$ cat src/rtl/microprocessor_p.sv
// rtl/microprocessor_p.sv - parametrised two-stage nibble-style processor with return stack
module microprocessor_p #(
    parameter int DATA_W      = 4,
    parameter int ADDR_W      = 8,
    parameter int STACK_DEPTH = 4
) (
    input  logic              clk,
    input  logic              reset,
    output logic [ADDR_W-1:0] pm_address,
    input  logic [DATA_W+6:0] pm_data,
    output logic [DATA_W-1:0] dm_address,
    output logic [DATA_W-1:0] dm_wdata,
    output logic              dm_wren,
    input  logic [DATA_W-1:0] dm_rdata,
    input  logic [DATA_W-1:0] i_pins,
    output logic [DATA_W-1:0] o_reg,
    output logic [ADDR_W-1:0] pc,
    output logic [DATA_W+6:0] ir,
    output logic              zero_flag,
    output logic              stack_err
);
    localparam int IW    = DATA_W + 7;
    localparam int SP_W  = $clog2(STACK_DEPTH + 1);
    localparam int IDX_W = $clog2(STACK_DEPTH);

    localparam logic [3:0] OP_LDI  = 4'h0;
    localparam logic [3:0] OP_MOV  = 4'h1;
    localparam logic [3:0] OP_ADD  = 4'h2;
    localparam logic [3:0] OP_SUB  = 4'h3;
    localparam logic [3:0] OP_AND  = 4'h4;
    localparam logic [3:0] OP_XOR  = 4'h5;
    localparam logic [3:0] OP_INC  = 4'h6;
    localparam logic [3:0] OP_LD   = 4'h7;
    localparam logic [3:0] OP_ST   = 4'h8;
    localparam logic [3:0] OP_JMP  = 4'h9;
    localparam logic [3:0] OP_JNZ  = 4'hA;
    localparam logic [3:0] OP_CALL = 4'hB;
    localparam logic [3:0] OP_RET  = 4'hC;

    typedef enum logic {S_RUN, S_LOAD} state_e;

    state_e                          state_q, state_d;
    logic [ADDR_W-1:0]               pc_q, pc_d;
    logic                            fetch_valid_q, fetch_valid_d;
    logic [IW-1:0]                   ld_ir_q, ld_ir_d;
    logic [7:0][DATA_W-1:0]          regs_q, regs_d;
    logic                            zero_q, zero_d;
    logic                            err_q, err_d;
    logic [STACK_DEPTH-1:0][ADDR_W-1:0] stack_q, stack_d;
    logic [SP_W-1:0]                 sp_q, sp_d;

    logic [3:0]        op;
    logic [2:0]        dst;
    logic [DATA_W-1:0] imm;
    logic [DATA_W-1:0] x_opnd, y_opnd, alu, src;
    logic [ADDR_W-1:0] target;
    logic [IDX_W-1:0]  push_idx, pop_idx;
    logic              wren;

    always_comb begin
        op       = pm_data[IW-1 -: 4];
        dst      = pm_data[IW-5 -: 3];
        imm      = pm_data[DATA_W-1:0];
        x_opnd   = dst[0] ? regs_q[1] : regs_q[0];
        y_opnd   = dst[1] ? regs_q[3] : regs_q[2];
        target   = ADDR_W'(imm);
        src      = (imm[2:0] == 3'd7) ? i_pins : regs_q[imm[2:0]];
        push_idx = IDX_W'(sp_q);
        pop_idx  = IDX_W'(sp_q - SP_W'(1));

        case (op)
            OP_ADD:  alu = x_opnd + y_opnd;
            OP_SUB:  alu = x_opnd - y_opnd;
            OP_AND:  alu = x_opnd & y_opnd;
            OP_XOR:  alu = x_opnd ^ y_opnd;
            default: alu = '0;
        endcase

        pc_d          = pc_q + ADDR_W'(1);
        fetch_valid_d = 1'b1;
        state_d       = S_RUN;
        ld_ir_d       = ld_ir_q;
        regs_d        = regs_q;
        zero_d        = zero_q;
        err_d         = err_q;
        stack_d       = stack_q;
        sp_d          = sp_q;
        wren          = 1'b0;

        // The word on pm_data during the load's second cycle is the next
        // instruction, fetched while pc was held; it executes next cycle.
        if (state_q == S_LOAD) begin
            regs_d[5] = dm_rdata;
        end else if (fetch_valid_q) begin
            case (op)
                OP_LDI: regs_d[dst] = imm;
                OP_MOV: regs_d[dst] = src;
                OP_ADD, OP_SUB, OP_AND, OP_XOR: begin
                    regs_d[4] = alu;
                    zero_d    = (alu == '0);
                end
                OP_INC: regs_d[6] = regs_q[6] + DATA_W'(1);
                OP_LD: begin
                    pc_d    = pc_q;
                    state_d = S_LOAD;
                    ld_ir_d = pm_data;
                end
                OP_ST:  wren = 1'b1;
                OP_JMP: begin
                    pc_d          = target;
                    fetch_valid_d = 1'b0;
                end
                OP_JNZ: begin
                    if (!zero_q) begin
                        pc_d          = target;
                        fetch_valid_d = 1'b0;
                    end
                end
                OP_CALL: begin
                    pc_d          = target;
                    fetch_valid_d = 1'b0;
                    if (sp_q == SP_W'(STACK_DEPTH)) begin
                        err_d = 1'b1;
                    end else begin
                        stack_d[push_idx] = pc_q;
                        sp_d              = sp_q + SP_W'(1);
                    end
                end
                OP_RET: begin
                    if (sp_q == '0) begin
                        err_d = 1'b1;
                    end else begin
                        pc_d          = stack_q[pop_idx];
                        fetch_valid_d = 1'b0;
                        sp_d          = sp_q - SP_W'(1);
                    end
                end
                default: ;
            endcase
        end
    end

    always_ff @(posedge clk or negedge reset) begin
        if (!reset) begin
            state_q       <= S_RUN;
            pc_q          <= '0;
            fetch_valid_q <= 1'b0;
            ld_ir_q       <= '0;
            regs_q        <= '0;
            zero_q        <= 1'b0;
            err_q         <= 1'b0;
            stack_q       <= '0;
            sp_q          <= '0;
        end else begin
            state_q       <= state_d;
            pc_q          <= pc_d;
            fetch_valid_q <= fetch_valid_d;
            ld_ir_q       <= ld_ir_d;
            regs_q        <= regs_d;
            zero_q        <= zero_d;
            err_q         <= err_d;
            stack_q       <= stack_d;
            sp_q          <= sp_d;
        end
    end

    assign pm_address = pc_q;
    assign pc         = pc_q;
    assign dm_address = regs_q[6];
    assign dm_wdata   = regs_q[dst];
    assign dm_wren    = wren;
    assign o_reg      = regs_q[7];
    assign zero_flag  = zero_q;
    assign stack_err  = err_q;
    assign ir         = (state_q == S_LOAD) ? ld_ir_q : (fetch_valid_q ? pm_data : '0);

endmodule
$ cat config.mk
export PLATFORM = sky130hd
export DESIGN_NAME = microprocessor_p
export DESIGN_NICKNAME = d
export VERILOG_FILES = /design/src/rtl/microprocessor_p.sv
export SDC_FILE = /design/constraint.sdc
export NUM_CORES = 1
export LEC_CHECK = 0
export CORE_ASPECT_RATIO = 0.75
export CORE_MARGIN = 3
export CORE_UTILIZATION = 55
export DETAILED_ROUTE_END_ITERATION = 8
export HOLD_SLACK_MARGIN = 0.02
export PLACE_DENSITY_LB_ADDON = 0.2
export RECOVER_POWER = 50
export REMOVE_ABC_BUFFERS = 1
export SYNTH_ARGS = -nofsm -noshare
export SYNTH_HDL_FRONTEND = slang
export SYNTH_SLANG_ARGS = --single-unit
export TNS_END_PERCENT = 10
$ cat constraint.sdc
create_clock -name clk -period 4.6 [get_ports clk]
set_input_delay 0.92 -clock clk [delete_from_list [all_inputs] [get_ports clk]]
set_output_delay 0.92 -clock clk [all_outputs]
set_load 0.03 [all_outputs]
# Word level (Yosys, flattened, before mapping)
# Index checks and enable logic that the tools add are counted.
[totals] inputBits=21 output_inout_bits=42 ff_bits=90
[op_classes] mux=48 n_reduce_logical=22 order_cmp=6 eq_ne=19 add_sub_neg=6 bitwise_logic=4
[ops] cell="$bwmux W32" count=3
[ops] cell="$mux W8" count=6
[ops] cell="$pmux W16 S2" count=1
[ops] cell="$pmux W8 S4" count=1
[ops] cell="$mux W4" count=7
[ops] cell="$bmux W4 S3" count=2
[ops] cell="$mux W24" count=1
[ops] cell="$pmux W4 S3" count=2
[ops] cell="$mux W11" count=2
[ops] cell="$eq A4 B4 Y1 const B" count=5
[ops] cell="$bmux W8 S2" count=1
[ops] cell="$demux W8 S2" count=1
[ops] cell="$eq A4 B3 Y1 const B" count=4
[ops] cell="$pmux W4 S2" count=2
[ops] cell="$pmux W4 S4" count=1
[ops] cell="$reduce_and A3 Y1" count=5
[ops] cell="$demux W4 S3" count=1
[ops] cell="$mux W1" count=12
[ops] cell="$reduce_and A5 Y1" count=2
[ops] cell="$reduce_bool A3 Y1" count=3
[ops] cell="$add A8 B1 Y8 const B" count=1
[ops] cell="$eq A4 B2 Y1 const B" count=2
[ops] cell="$logic_not A4 Y1" count=2
[ops] cell="$lt A3 B4 Y1 const B" count=2
[ops] cell="26 further kinds" count=36

# Logic depth before layout (Yosys ltp)
[logic_depth] word_depth=8 ltp_mapped=14 ltp_nobuf=11

# Least setup slack after synthesis
# OpenSTA, ideal clock, no wires.
[synth_timing] path_type="input to register" from="input pm_data[5]" to="register regs_q[19] in the netlist's numbering" arrival_ps=3881 path_stages=14 slack_ps=593 required_time_ps=4474 setup_ps=126 path_cell_list="clkbuf_1 clkbuf_1 buf_1 mux2i_1 ha_1 nor2_1 a21oi_1 inv_1 ha_1 a21o_1 a21oi_1 xnor3_1 and3_1 o32a_1"
[synth_between] elab_chain_cells=6 word_cells_on_any_way=14
[synth_lines] item="start, declared" line_no="10" text="input logic [DATA_W+6:0] pm_data,"
[synth_lines] item="$lt A3 B4 Y1 (not written as such) / $ge A3 B1 Y1 (equally long branches)" line_no="96, 97"
[synth_lines] item="$logic_and A1 B1 Y1 (not written as such)" line_no="96, 97"
[synth_lines] item="$mux W4 (not written as such)" line_no="96, 97"
[synth_lines] item="$demux W4 S3" line_no="96, 97"
[synth_lines] item="$bwmux W32, on equally long branches" line_no="97, 96"
[synth_lines] item="$pmux W4 S3 *" line_no="95" text="case (op)"
[synth_lines] item="end signal, assigned" line_no="159" text="regs_q <= regs_d;"
[synth_lines] item="end, declared" line_no="46" text="logic [7:0][DATA_W-1:0] regs_q, regs_d;"
# Mark *: on every way between the ends. The rest lies on a longest branch, timed or not.
# A chain may end at the register's enable or synchronous reset.

# Worst setup path after layout
[layout_timing] from="input pm_data[4]" to="output dm_wdata[2]"
[layout_between] elab_chain_cells=2
[layout_lines] item="$bmux W4 S3" line_no="170" text="assign dm_wdata = regs_q[dst];"
[layout_lines] item="$mux W4 (not written as such)" line_no="170"
[layout_lines] item="end, declared" line_no="12" text="output logic [DATA_W-1:0] dm_wdata,"
# Every way passes these cells. The select of a mux whose other input is x is not followed.

==> reports/metrics.csv <==
stage;metric;value;unit
power;LEAKAGE;2.937;nW
global_routing;vias in the first global route;4354;
timing;min Tclk post-route;4.097;ns
clock_network;clock slew at reported path FFs;0.06;ns
finish;layout cells sized above 1;18.12;%
critical_path;Arrival @ worst endpoint;3.18;ns
timing;fmax;244.1;MHz
floorplanning;total core area;9774;um^2
finish;final instance area;6523;um^2
floorplanning;Die Area;11420;um^2
min_path;Hold/Removal Path Class;flop to flop;
finish;max reg flops;32;
clock_network;maximum clock path buffer count;2;
floorplanning;die height;93.28;um
timing;setup_tns;0;ns
clock_network;htree depth;3;
routing;via/cell ratio;6.266;
job;Max-cap violations;1;
synthesis;flop and latch count out of synthesis;90;
global_routing;pin count of the biggest net entering global routing;54;
critical_path;Worst EP required;3.68;ns
synthesis;Synth Flop Type;dfrtp_1;
synthesis;number of synthesized flops with an enable pin;0;
routing;drt pass-1 iters;5;
finish;Biggest register;stack_q;
finish;fillers;751;
global_routing;grt ovf;0;
timing;skew final;0.007883;ns
timing;RSZ-0062 raised after global routing;false;
clock_network;Clk Latency, worst-skew pair;0.34;ns
timing;Max Slew Vio Count;54;
critical_path;Crit. End Element;primary output;
floorplanning;site row count;31;
synthesis;synth warn;0;
clock_network;# clock sinks;90;
synthesis;sequential element share of the synthesized area;40.31;%
critical_path;CP Class;input port to primary output;
clock_network;Inserted Clock Buffers;9;
clock_network;total setup buffers inserted after CTS;0;
global_routing;gr usage total;27.46;%
place;DPL Wire Length;11020;um
global_routing;first-pass GRT wire length;24010;um
critical_path;CP Launch Point;pm_data[4];
clock_network;TritonCTS clock tree;built;
place;IO buf count;62;
global_routing;initial antenna violation count;0;
timing;final setup violating endpoints;0;
timing;worst-margin pin slew;2.898;ns
synthesis;Synth Instances;548;
critical_path;Startpoint Class;input port;
timing;Final Hold Fails;0;
run_status;violated checks;max-capacitance violations, max-slew violations;
critical_path;worst-path fanout max;22;
place;placed cell areas;6246;um^2
synthesis;Mean Syn Cell Area;10.19;um^2
finish;Top Registers;stack_q (32), regs_q (24), ld_ir_q (11);
finish;Area Overhead vs Synth;16.75;%
routing;DRC viols;0;
timing;fin crit share;89.06;%
place;GPL Wtd Cong;0.9514;
min_path;hold path start;ld_ir_q[8]$_DFFE_PN0P_;
routing;drt initial violations;469;
timing;Slew headroom;-93.17;%
floorplanning;Starting Density;57.16;%
finish;Ant. Diodes;0;
routing;DR WL/cell;20.71;um
synthesis;Netlist Area Pre-Place;5587;um^2
synthesis;synth unique cells;59;
synthesis;Async SR Flop Fraction;100.0;%
critical_path;R2R Path Start;state_q$_DFF_PN0_;
power;maximum VDD drop;0.0002368;V
run_status;status;finished, violations left;
clock_network;CTS Root Cell;clkbuf_16;
routing;DR vias;4562;
routing;antenna viol nets, final;0;
clock_network;post-cts gate resize count;0;
finish;Layout Nets;628;
floorplanning;io pins;63;
routing;final wirelength;15080;um
clock_network;Post-CTS Hold Buffers;0;
power;PwrDens;480.2;nW/um^2
floorplanning;Die X;122.4;um
==> cell usage in the layout, fill, tap and decap left out, types with 5 or more instances in the layout <==
master,count
a22o_1,10
ha_1,15
o211ai_1,6
buf_4,16
mux2i_1,20
xnor2_1,5
inv_1,18
clkbuf_16,9
o21ai_0,37
a221o_1,7
clkdlybuf4s50_1,45
a31oi_1,6
nor2_1,29
nand3_1,18
dfrtp_1,90
nand2_1,66
nor3_1,7
mux2_2,57
dlygate4sd3_1,16
nor2b_1,10
a21oi_1,17
nand2b_1,8
mux4_2,15
==> critical path: stages <==
cell             delay (ns)
clkdlybuf4s50_1        0.61
buf_4                  0.33
mux2_2                 0.43
o21ai_0                0.16
o21ai_0                0.10
clkdlybuf4s50_1        0.61
==> final cells by class <==
class	count	area, um^2	share of cell area, %
clock inverters	4	33.78	0.5179
repair buffers	81	747.0	11.45
well taps	132	165.2	2.532
clock buffers	12	256.5	3.932
inverters	18	67.56	1.036
multi-input cells	391	3000	46.00
flip-flops and latches	90	2252	34.53
==> cells in the mapped netlist, types with 15 or more instances <==
library cell  count  area share (%)
ha_1             15             3.4
dfrtp_1          90              40
nand2_1          66             4.4
buf_4            16             2.2
mux2_2           57              11
inv_1            18             1.2
nand3_1          18             1.6
nor2_1           29             1.9
mux4_2           15             6.0
a21oi_1          17             1.5
o21ai_0          37             3.3
clkbuf_1         19             1.3
mux2i_1          20             3.6
==> where the power goes <==
part	internal (mW)	switching, mW	leakage (nW)	total, mW
logic	0.575	0.601	1.64	1.18
registers	0.992	0.251	1.16	1.24
clock network	0.400	0.315	0.139	0.714
==> layer usage <==
metal	wire length [um]	GRT usage (%)	part of all wire, %
met1	6956	42.71	46
met3	1281	6.348	8.5
met4	199	7.363	1.3
met2	6639	38.41	44
met5	0	0	0
==> path summary, 6_finish.rpt <==
check / endpoint / slack [ns] / depth (start not counted)
max in group asynchronous: pc[0]$_DFFE_PN0N_ / 0.94 / 2
worst max-delay path: dm_wdata[2] / 0.50 / 6
worst max register to register: pc[3]$_DFFE_PN0N_ / 1.11 / 7
worst min-delay path: ld_ir_q[8]$_DFFE_PN0P_ / 0.47 / 1
worst min register to register: ld_ir_q[8]$_DFFE_PN0P_ / 0.47 / 1
min in group asynchronous: stack_q[30]$_DFFE_PN0P_ / 1.51 / 1
==> cells by family (layout without fill, tap and decap cells) <==
| kind of cell | after synthesis | in the layout | share of synthesized area, % |
|---|---|---|---|
| AND/OR/NAND/NOR | 163 | 163 | 14.09 |
| AO/OA/AOI/OAI | 111 | 111 | 13.12 |
| multiplexers | 92 | 92 | 21.12 |
| flip-flops | 90 | 90 | 40.31 |
| buffers and inverters | 67 | 115 | 5.980 |
| adder cells (fa/ha/maj) | 16 | 16 | 3.718 |
| XOR/XNOR | 9 | 9 | 1.657 |
==> through the flow <==
stage	power [mW]	util, %	cells	worst slack, ns	hold slack [ns]
floorplan	1.957	-	499	1.387	0.4350
global placement	2.377	63.90	712	0.5176	0.4491
detailed placement	2.432	63.90	712	0.5185	0.4580
CTS	3.148	66.87	728	0.5084	0.4759
global route	3.296	66.73	728	0.2468	0.4886
finish	3.132	66.73	728	0.5031	0.4702
Power figures use the tool's default switching activity.
